===== src/rtl/div_unit_pkg.sv =====
// ============================================================================
// div_unit_pkg: shared CPU encodings (ALU ops, divider ops, divider states).
// Revision: 1.0
// ============================================================================
`default_nettype none

package div_unit_pkg;

    typedef enum logic [3:0] {
        ALU_ADD  = 4'd0,
        ALU_SUB  = 4'd1,
        ALU_AND  = 4'd2,
        ALU_OR   = 4'd3,
        ALU_XOR  = 4'd4,
        ALU_SLL  = 4'd5,
        ALU_SRL  = 4'd6,
        ALU_SRA  = 4'd7,
        ALU_SLT  = 4'd8,
        ALU_SLTU = 4'd9
    } alu_op_e;

    typedef enum logic [1:0] {
        DIV_OP_DIV  = 2'b00,
        DIV_OP_DIVU = 2'b01,
        DIV_OP_REM  = 2'b10,
        DIV_OP_REMU = 2'b11
    } div_op_e;

    typedef enum logic [1:0] {
        DIV_IDLE = 2'b00,
        DIV_CALC = 2'b01,
        DIV_FIX  = 2'b10,
        DIV_DONE = 2'b11
    } div_state_e;

endpackage

`default_nettype wire


===== src/rtl/div_unit.sv =====
// ============================================================================
// div_unit: iterative restoring radix-2 divider (DIV/DIVU/REM/REMU) with
//           fast paths for divide-by-zero and signed overflow.
// Revision: 1.0
// ============================================================================
`default_nettype none

module div_unit
    import div_unit_pkg::*;
#(
    parameter int XLEN = 32
) (
    input  logic            clk,
    input  logic            rst,
    input  logic            start,
    input  logic [1:0]      op,
    input  logic [XLEN-1:0] rs1,
    input  logic [XLEN-1:0] rs2,
    input  logic            flush,
    output logic            busy,
    output logic            done,
    output logic [XLEN-1:0] result
);

    localparam int CW = $clog2(XLEN);
    localparam logic [CW-1:0]   LAST_STEP = CW'(XLEN - 1);
    localparam logic [XLEN-1:0] INT_MIN   = {1'b1, {(XLEN-1){1'b0}}};

    div_state_e      state;
    div_state_e      state_nx;
    div_op_e         op_q;
    logic [CW-1:0]   cnt;
    logic [XLEN-1:0] rem;
    logic [XLEN-1:0] quo;
    logic [XLEN-1:0] dvsr;
    logic            neg_q;
    logic            neg_r;

    logic            is_signed;
    logic            is_rem;
    logic            a_neg;
    logic            b_neg;
    logic [XLEN-1:0] abs_a;
    logic [XLEN-1:0] abs_b;
    logic            div_zero;
    logic            ovf;
    logic            accept;
    logic [XLEN:0]   shifted;
    logic [XLEN:0]   diff;
    logic            q_is_rem;

    assign is_signed = ~op[0];
    assign is_rem    = op[1];
    assign a_neg     = is_signed & rs1[XLEN-1];
    assign b_neg     = is_signed & rs2[XLEN-1];
    assign abs_a     = a_neg ? -rs1 : rs1;
    assign abs_b     = b_neg ? -rs2 : rs2;
    assign div_zero  = (rs2 == '0);
    assign ovf       = is_signed & (rs1 == INT_MIN) & (rs2 == '1);
    assign accept    = (state == DIV_IDLE) & start & ~flush;

    // Restoring step: bring in the next dividend bit, keep the difference if it did not go negative.
    assign shifted   = {rem, quo[XLEN-1]};
    assign diff      = shifted - {1'b0, dvsr};
    assign q_is_rem  = (op_q == DIV_OP_REM) || (op_q == DIV_OP_REMU);

    assign busy = (state == DIV_CALC) || (state == DIV_FIX);
    assign done = (state == DIV_DONE);

    always_comb begin
        state_nx = state;
        case (state)
            DIV_IDLE: if (accept) state_nx = (div_zero || ovf) ? DIV_DONE : DIV_CALC;
            DIV_CALC: if (cnt == LAST_STEP) state_nx = DIV_FIX;
            DIV_FIX:  state_nx = DIV_DONE;
            DIV_DONE: state_nx = DIV_IDLE;
            default:  state_nx = DIV_IDLE;
        endcase
        if (flush) state_nx = DIV_IDLE;
    end

    always_ff @(posedge clk or negedge rst) begin
        if (!rst) begin
            state  <= DIV_IDLE;
            op_q   <= DIV_OP_DIV;
            cnt    <= '0;
            rem    <= '0;
            quo    <= '0;
            dvsr   <= '0;
            neg_q  <= 1'b0;
            neg_r  <= 1'b0;
            result <= '0;
        end else begin
            state <= state_nx;
            if (accept) begin
                op_q  <= div_op_e'(op);
                cnt   <= '0;
                rem   <= '0;
                quo   <= abs_a;
                dvsr  <= abs_b;
                neg_q <= a_neg ^ b_neg;
                neg_r <= a_neg;
                if (div_zero)
                    result <= is_rem ? rs1 : '1;
                else if (ovf)
                    result <= is_rem ? '0 : INT_MIN;
            end else if (!flush) begin
                if (state == DIV_CALC) begin
                    cnt <= cnt + 1'b1;
                    if (!diff[XLEN]) begin
                        rem <= diff[XLEN-1:0];
                        quo <= {quo[XLEN-2:0], 1'b1};
                    end else begin
                        rem <= shifted[XLEN-1:0];
                        quo <= {quo[XLEN-2:0], 1'b0};
                    end
                end else if (state == DIV_FIX) begin
                    if (q_is_rem)
                        result <= neg_r ? -rem : rem;
                    else
                        result <= neg_q ? -quo : quo;
                end
            end
        end
    end

endmodule

`default_nettype wire


===== config.mk =====
export PLATFORM = sky130hd
export DESIGN_NAME = div_unit
export DESIGN_NICKNAME = d
export VERILOG_FILES = /design/src/rtl/div_unit_pkg.sv /design/src/rtl/div_unit.sv
export SDC_FILE = /design/constraint.sdc
export NUM_CORES = 1
export LEC_CHECK = 0
export CORE_ASPECT_RATIO = 0.75
export CORE_MARGIN = 10
export CORE_UTILIZATION = 50
export DETAILED_ROUTE_END_ITERATION = 16
export PLACE_DENSITY = 0.75
export SLEW_MARGIN = 30
export SYNTH_ARGS = -nofsm -noshare
export SYNTH_HDL_FRONTEND = slang
export SYNTH_SLANG_ARGS = --single-unit

===== constraint.sdc =====
create_clock -name clk -period 3 [get_ports clk]
set_input_delay 0.3 -clock clk [delete_from_list [all_inputs] [get_ports clk]]
set_output_delay 0.3 -clock clk [all_outputs]
set_load 0.02 [all_outputs]

# Word-level counts from Yosys, hierarchy flattened
# Index checks and enable logic that the tools add are counted.
totals:
  reg_bits: 139
  in_bits: 70
  out_inout_bits: 34
  wordCells: 76
classes:
  n_addsub: 6
  eq_ne: 13
  muxes: 29
  bitwise_logic: 9
  reduce_logical: 10
op_table:
  columns: ["cell", "n"]
  rows:
  - ["$mux 32", 20]
  - ["$neg 32->32", 4]
  - ["$eq 32x32->1 const B", 2]
  - ["$sub 33x32->33", 1]
  - ["$logic_not 32->1", 1]
  - ["$mux 5", 3]
  - ["$eq 2x2->1 const B", 4]
  - ["$mux 2", 4]
  - ["$pmux 2 s4", 1]
  - ["$and 1x1->1", 6]
  - ["$ne 3x3->1 const B", 2]
  - ["$add 5x1->5 const B", 1]
  - ["$eq 5x5->1 const B", 1]
  - ["$reduce_and 2->1", 2]
  - ["$reduce_and 4->1", 1]
  - ["$reduce_bool 2->1", 2]
  - ["$logic_or 1x1->1", 3]
  - ["$ne 3x2->1 const B", 1]
  - ["$eq 2x1->1 const B", 1]
  - ["$logic_not 2->1", 1]
  - ["$ne 2x1->1 const B", 1]
  - ["$ne 2x2->1 const B", 1]
  - ["$not 1->1", 2]
  - ["$mux 1", 1]
  - ["$xor 1x1->1", 1]

# Depth between registers and ports, before layout
# Gate-level depths: netlist of run 1.
logic_depth:
  ltp_word: 8
  mapped_depth: 13
  depth_no_buf: 12

# Worst setup path before layout of run 1
# Ideal clock, no wire load.
synth_timing:
  path_type: "register -> register"
  start: "register quo[31]"
  end: "register rem[10]"
  setup_ns: 0.137
  t_arrival_ns: 2.940
  t_required_ns: 2.863
  setup_slack_ns: -0.077
  stages_incl_launch_ff: 14
  path_buffers: 1
  synth_period_minus_slack_ns: 3.077
  path_cell_list: "dfrtp_1 inv_1 ha_1 fa_1 nor2b_1 o2111ai_1 a21oi_1 nor3b_1 o21a_1 o21ai_1 xnor2_2 buf_2 mux2i_1 a21oi_1"
synth_via:
  elab_chain_cells: 5
synth_lines:
  columns: ["item", "line", "rtl"]
  rows:
  - ["from (decl)", "div_unit.sv:34", "logic [XLEN-1:0] quo;"]
  - ["from (signal assigned)", "div_unit.sv:99", "quo <= abs_a;"]
  - ["from (signal assigned)", "div_unit.sv:112", "quo <= {quo[XLEN-2:0], 1'b1};"]
  - ["from (signal assigned)", "div_unit.sv:115", "quo <= {quo[XLEN-2:0], 1'b0};"]
  - ["$sub 33x32->33", "div_unit.sv:64", "assign diff = shifted - {1'b0, dvsr};"]
  - ["$mux 32", "div_unit.sv:110", "if (!diff[XLEN]) begin"]
  - ["$mux 32", "div_unit.sv:108", "if (state == DIV_CALC) begin"]
  - ["$mux 32", "div_unit.sv:107", "end else if (!flush) begin"]
  - ["$mux 32", "div_unit.sv:95", "if (accept) begin"]
  - ["to (signal assigned)", "div_unit.sv:111", "rem <= diff[XLEN-1:0];"]
  - ["to (signal assigned)", "div_unit.sv:114", "rem <= shifted[XLEN-1:0];"]
  - ["to (decl)", "div_unit.sv:33", "logic [XLEN-1:0] rem;"]
# Every way passes these cells. The select of a mux whose other input is x is not followed.
# A chain may end at the register's enable or synchronous reset.

# Worst setup path after layout of run 1
layout_timing:
  start: "register quo[14]"
  end: "register result[29]"
layout_via:
  elab_chain_cells: 7
layout_lines:
  columns: ["item", "line", "rtl"]
  rows:
  - ["$neg 32->32", "div_unit.sv:121", "result <= neg_q ? -quo : quo;"]
  - ["$mux 32", "div_unit.sv:121", null]
  - ["$mux 32", "div_unit.sv:118", "if (q_is_rem)"]
  - ["$mux 32", "div_unit.sv:117", "end else if (state == DIV_FIX) begin"]
  - ["$mux 32", "div_unit.sv:108", null]
  - ["$mux 32", "div_unit.sv:107", null]
  - ["$mux 32", "div_unit.sv:95", null]
  - ["to (signal assigned)", "div_unit.sv:106", "result <= is_rem ? '0 : INT_MIN;"]
  - ["to (signal assigned)", "div_unit.sv:119", "result <= neg_r ? -rem : rem;"]
  - ["to (signal assigned)", "div_unit.sv:121", null]
  - ["to (decl)", "div_unit.sv:22", "output logic [XLEN-1:0] result"]
# Every way passes these cells. The select of a mux whose other input is x is not followed.

==> run metrics, run 1 <==
outcome finished with violations; failing checks negative setup slack; Worst Hold Class primary input to asynchronous set/reset pin; first-pass GRT wire length 56.8 mm; RSZ-0062 raised after global routing yes; Std-Cell Rows 46; buffers and inverters on the worst path 0; Core Footprint 21400 um2; type of origin of the critical path register; 1st-iter DRT viols 1666; leakage power about 6 nW; fin crit share 103%; fin util 67.0%; Routed Antenna Nets 0; critical path startpoint quo[14]; setup slack after layout -0.0819 ns; vias in the first global route 10700; layout cells sized above 1 16.3%; Root Buffer clkbuf_16; Skew-Pair Late Insertion Delay 0.44 ns; synth warn 0; Post-synth EDFFs 0; setup TNS -0.874 ns; Clock Skews 0.0128 ns; FF-to-FF End result[29]; min Tclk post-route 3.08 ns; dpl cells 1860; htree depth 4; cts bufs inserted 17; worst r2r src quo[14]; MaxCap Viol Count 0; drt pass-1 iters 5; Synth async-reset ratio 100%; Slew @ Worst Pin 0.861 ns; CP Capture Point result[29]; ant diodes 0; grt ovf 0; worst slew margin relative to its limit 42.6%; FF-to-FF setup slack -0.08 ns; mean routed wirelength per cell between 15 and 20 um; Final Setup Violations 24; drt drc 0; max-slew violation count 0; CP most frequent cell or4_4; top_reg_cell synth dfrtp_1; vias per inst 6.04; Arr. time, crit path approximately 3.4 ns; Port Buf Inserts between 100 and 150; syn nets 1516; clock-pin slew on the worst setup and hold paths 0.06 ns; Starting Density between 50% and 60%; Die Area about 28000 um2; Slowest Stage Delay on Critical Path 0.54 ns; initial antenna violation count 0; number of nets in the layout 1719; buffer depth of the longest clock path 2; Crit path depth 9; WP data required 3.29 ns; register area 3460 um2; R2R cell count 9; Sink Count 138; DIE HEIGHT 149 um; Non-Filler Instances 1904; Die Width 191 um; Critical Path Sink Type register; # fillers 1774; Worst Path Max Fanout 4; fmax between 300 and 400 MHz; Netlist cell types 63; Fin. Hold Viols 0; CP cell instances or4_4, or4_4, or2_1, or4_4, o41ai_4, xor2_1, nor3_2, nor4b_2, a21oi_1; post-route cell area between 10000 and 15000 um2; Mean Syn Cell Area 7.87 um2; dpl hpwl 26.0 mm; CTS tree built; final WL roughly 36 mm; P&R area growth vs syn 30.1%; maximum vdd drop between 0.5 and 0.6 mV; GPL Wtd Cong 0.948; GRT Total Usage 24.6%; cell count after synthesis 1400; DR vias 11500; largest net degree at the start of global routing 88; dpl cell area 13300 um2; total power 14.8 mW; CP top delay family simple AND/OR/NAND/NOR gates; pwr dens 1030 nW/um2; IO Pins 104; kind of critical path register to register; Cell Area, Synth 11000 um2; Seq/Total Area, Yosys 31.3%; multi-input combinational cell area 7280 um2; register bit total from synthesis 138; Critical Path Slowest Stage Cell or4_4
## layout make-up
class | instances | share of cell area (%)
Timing Repair Buffer | 269 | 16.9
Sequential cell | 138 | 24.1
Inverter | 57 | 1.49
Multi-Input combinational cell | 1120 | 50.8
Clock inverter | 12 | 1.02
Tap cell | 288 | 2.51
Clock buffer | 20 | 3.25
## report_power, final
| group | internal [mW] | switching (mW) |
|---|---|---|
| clock | 1.37 | 0.881 |
| sequential | 2.56 | 0.918 |
| combinational | 4.32 | 4.75 |
## how the worst min path moves through the flow
stage / start / end / slack, ns / cells past startpoint
after floorplan: rst / cnt[0] / 0.004 / 0
after CTS: rst / result[9] / 0.40 / 2
after global routing: rst / result[9] / 0.45 / 2
after global placement: rst / rem[5] / 0.27 / 1
after detailed placement: rst / rem[5] / 0.28 / 1
final: rst / rem[5] / 0.38 / 2
## stage by stage
stage               hold WS (ns)  worst slack, ns
floorplan                0.00441           0.0574
global placement           0.270           -0.205
detailed placement         0.277           -0.282
CTS                        0.402          -0.0417
global route               0.450           -0.152
finish                     0.379          -0.0819
## cells in the mapped netlist, types with 6 or more instances
master / number / area [um2]
nand2_1: 200 / 751
dfrtp_1: 138 / 3450
o21ai_0: 136 / 681
a21oi_1: 100 / 500
nor2_1: 100 / 375
xnor2_1: 82 / 718
clkbuf_1: 77 / 289
xor2_1: 67 / 587
inv_1: 57 / 214
ha_1: 45 / 563
o211ai_1: 37 / 278
a31oi_1: 32 / 200
mux2i_1: 29 / 290
o31ai_1: 29 / 218
nand3_1: 22 / 110
nor3_1: 22 / 110
a21o_1: 21 / 158
nand4_1: 18 / 113
nor4_1: 16 / 100
or3_1: 14 / 87.6
nor2b_1: 12 / 75.1
o21ai_1: 12 / 60.1
or4_1: 12 / 90.1
nand2b_1: 11 / 68.8
o41ai_1: 11 / 96.3
and3_1: 10 / 62.6
a211oi_1: 9 / 67.6
o21a_1: 7 / 52.6
and2_1: 6 / 37.5
mux2_2: 6 / 67.6
## timing repair
item / in CTS / in global routing
gates resized for setup: 16 / 33
setup endpoints to repair: 39 / 46
hold buffers: 1 / 0
gates cloned: 1 / 2
endpoints found under the hold margin: 44 / 0
pin swaps: 12 / 34
buffers inserted: 2 / 6
## metal layers
layer  track usage, %  vias to the layer above  wire, um
li1                 -                     5387         -
met1             34.5                     5514     16300
met2             37.6                      536     16200
met3             4.84                       70      3100
met4             6.78                        0       797
met5                0                        -         0
## registers in the layout (all words and copies together) (netlist names), 2 cells and up
register / cells
cnt: 5
dvsr: 32
quo: 32
rem: 32
result: 32
state: 2
## layout by cell type, fill, tap and decap left out, types with 4 or more instances in the layout
cell type / Yosys / layout
a21oi_2: 0 / 4
nand3_1: 22 / 21
or3_1: 14 / 13
a21oi_1: 100 / 94
o31ai_1: 29 / 29
buf_6: 0 / 4
a211oi_1: 9 / 7
xnor2_1: 82 / 82
o21ai_1: 12 / 10
clkinv_2: 0 / 5
nand4_1: 18 / 18
o21bai_1: 4 / 4
nand2b_1: 11 / 11
a31oi_1: 32 / 32
nor2_1: 100 / 98
nor2b_1: 12 / 11
o211ai_1: 37 / 37
inv_1: 57 / 56
nor3_1: 22 / 21
clkdlybuf4s50_1: 0 / 102
a21o_1: 21 / 21
o21a_1: 7 / 6
xor2_1: 67 / 66
dfrtp_1: 138 / 135
o41ai_1: 11 / 11
buf_12: 0 / 5
nor4_1: 16 / 14
clkbuf_16: 0 / 19
o21ai_0: 136 / 135
nand2_1: 200 / 200
mux2i_1: 29 / 24
and2_1: 6 / 6
mux2i_2: 0 / 5
or4_4: 4 / 8
and3_1: 10 / 10
mux2_2: 6 / 5
ha_1: 45 / 44
buf_4: 0 / 153
or4_1: 12 / 8
## cells by family after synthesis
group / Yosys count / synth area share [%]
buffers and inverters: 142 / 4.88
adders and majority gates: 46 / 5.29
xor gates and xnor gates: 150 / 12.0
DFF: 138 / 31.3
AOI/OAI and AO/OA: 427 / 23.8
and+or+nand+nor: 462 / 19.5
muxes: 35 / 3.25
(Power assumes the default switching activity.)
==> run 2, diff against run 1 <==
CTS_CLUSTER_SIZE = 16   (was not set)
clock period = 2.7 ns   (was 3 ns; I/O delays follow)
==> run metrics, run 2 (synthesized netlist as in run 1, its figures left out) <==
outcome finished with violations; failing checks negative setup slack; dpl hpwl 28.0 mm; Root Buffer clkbuf_16; Worst Path Max Fanout 4; Starting Density 51.5%; vias in the first global route roughly 12000; Std-Cell Rows 46; Skew-Pair Late Insertion Delay 0.44 ns; Final Setup Violations 43; cts bufs inserted 17; layout cells sized above 1 roughly 23%; fmax 323 MHz; 1st-iter DRT viols between 1000 and 1500; Sink Count 138; multi-input combinational cell area ~7600 um2; clock-pin slew on the worst setup and hold paths 0.06 ns; Slew @ Worst Pin ~0.85 ns; leakage power ~6.7 nW; GPL Wtd Cong 0.918; initial antenna violation count 0; IO Pins 104; vias per inst ~6.0; Die Width 191 um; final WL 39.5 mm; Fin. Hold Viols 0; # fillers between 1500 and 2000; CP cell instances or4_4, or4_4, or2_4, or4_4, buf_4, o31ai_4, xnor2_1, o31ai_1, o31ai_1; ant diodes 0; CTS tree built; tightest hold margin 0.300 ns; Clock Skews 0.00636 ns; Die Area 28500 um2; MaxCap Viol Count 0; kind of critical path register to register; Worst Hold Class primary input to register; Port Buf Inserts 103; max-slew violation count 0; drt pass-1 iters 6; DIE HEIGHT 149 um; number of nets in the layout approximately 1800; Critical Path Sink Type register; GRT Total Usage about a quarter; Critical Path Slowest Stage Cell or4_4; CP most frequent cell or4_4; setup slack after layout -0.398 ns; Arr. time, crit path 3.44 ns; Slowest Stage Delay on Critical Path between 0.5 and 0.6 ns; htree depth 4; setup TNS -12.58 ns; most common cell after layout, fill and taps aside buf_4; largest net degree at the start of global routing 75; RSZ-0062 raised after global routing yes; Non-Filler Instances about 2000; Core Footprint around 21000 um2; min Tclk post-route 3.10 ns; first-pass GRT wire length 60.9 mm; buffer depth of the longest clock path 2; drt drc 0; worst slew margin relative to its limit 43.4%; fin crit share 115%; maximum vdd drop 0.856 mV; Routed Antenna Nets 0; DR vias 12100; grt ovf 0; dpl cells about 2000; register area 3450 um2; P&R area growth vs syn 38.9%; pwr dens 1110 nW/um2; type of origin of the critical path register; commonest cells after routing, fill and taps aside buf_4 (247), nand2_1 (198), dfrtp_1 (137), o21ai_0 (130), clkdlybuf4s50_1 (98); mean routed wirelength per cell 19.7 um; WP data required approximately 3.0 ns
## run 2: cell types whose count changed in the layout (fill, tap and decap cells not counted), sizes merged
cell / previous run / this run
clkinvlp: 3 / 0
buf: 164 / 265
dlymetal6s2s: 0 / 4
clkinv: 6 / 3
a21oi: 100 / 102
clkdlybuf4s50: 102 / 98
bufinv: 3 / 1
clkbuf: 22 / 26
## run 2: worst max-delay path, delay by kind of cell, from the launching register on
| family | cells | cell delay (ns) |
|---|---|---|
| compound gates | 3 | 0.51 |
| xor+xnor | 1 | 0.15 |
| buf+inv | 1 | 0.17 |
| flops | 1 | 0.37 |
| simple gates | 4 | 1.79 |
## run 2: power by group
group / total, mW / internal, mW / leakage, nW / switching [mW]
combinational: 11.1 / 5.36 / 4.73 / 5.76
clock: 2.18 / 1.29 / 0.256 / 0.888
sequential: 3.72 / 2.85 / 1.74 / 0.876
## run 2: cell type report
type,instances,share of cell area [%]
clock buffer,24,3.08
tap,288,2.35
timing repair buffer,370,20.9
inverter,57,1.40
clock inverter,4,0.294
sequential,138,22.6
multi-input combinational,1122,49.5
## run 2: metal layers
| layer | vias to the layer above | part of all wire (%) | GRT usage, % |
|---|---|---|---|
| li1 | 5582 | - | - |
| met1 | 5819 | 43 | 36.7 |
| met2 | 591 | 44 | 40.5 |
| met3 | 109 | 9.5 | 5.91 |
| met4 | 0 | 2.7 | 7.40 |
| met5 | - | 0 | 0 |
## run 2: path summary, 6_finish.rpt
check | start | to | slack (ns) | cells after the start
setup reg to reg | quo[10] | result[31] | -0.40 | 9
min in group asynchronous | rst | dvsr[1] | 0.39 | 2
hold reg to reg | result[10] | result[10] | 0.47 | 1
hold / removal | rs2[8] | dvsr[8] | 0.30 | 4
setup / recovery | quo[10] | result[31] | -0.40 | 9
max in group asynchronous | rst | dvsr[22] | 1.53 | 3
## run 2: timing repair
item,CTS,global route
endpoints found under the hold margin,60,0
hold buffers,1,0
buffers inserted,9,7
pin swaps,18,36
gates resized for setup,35,64
cloned,4,3
setup endpoints to repair,65,75
## run 2: stage by stage
step / power (mW) / utilization (%) / instance area [um2] / setup WS, ns
finish: 17.0 / 71.5 / 15300 / -0.398
global route: 18.1 / 71.5 / 15300 / -0.536
CTS: 16.1 / 69.7 / 14900 / -0.346
detailed placement: 13.4 / 65.9 / 14100 / -0.593
global placement: 13.2 / 65.9 / 14100 / -0.465
floorplan: 9.84 / - / 11200 / -0.219
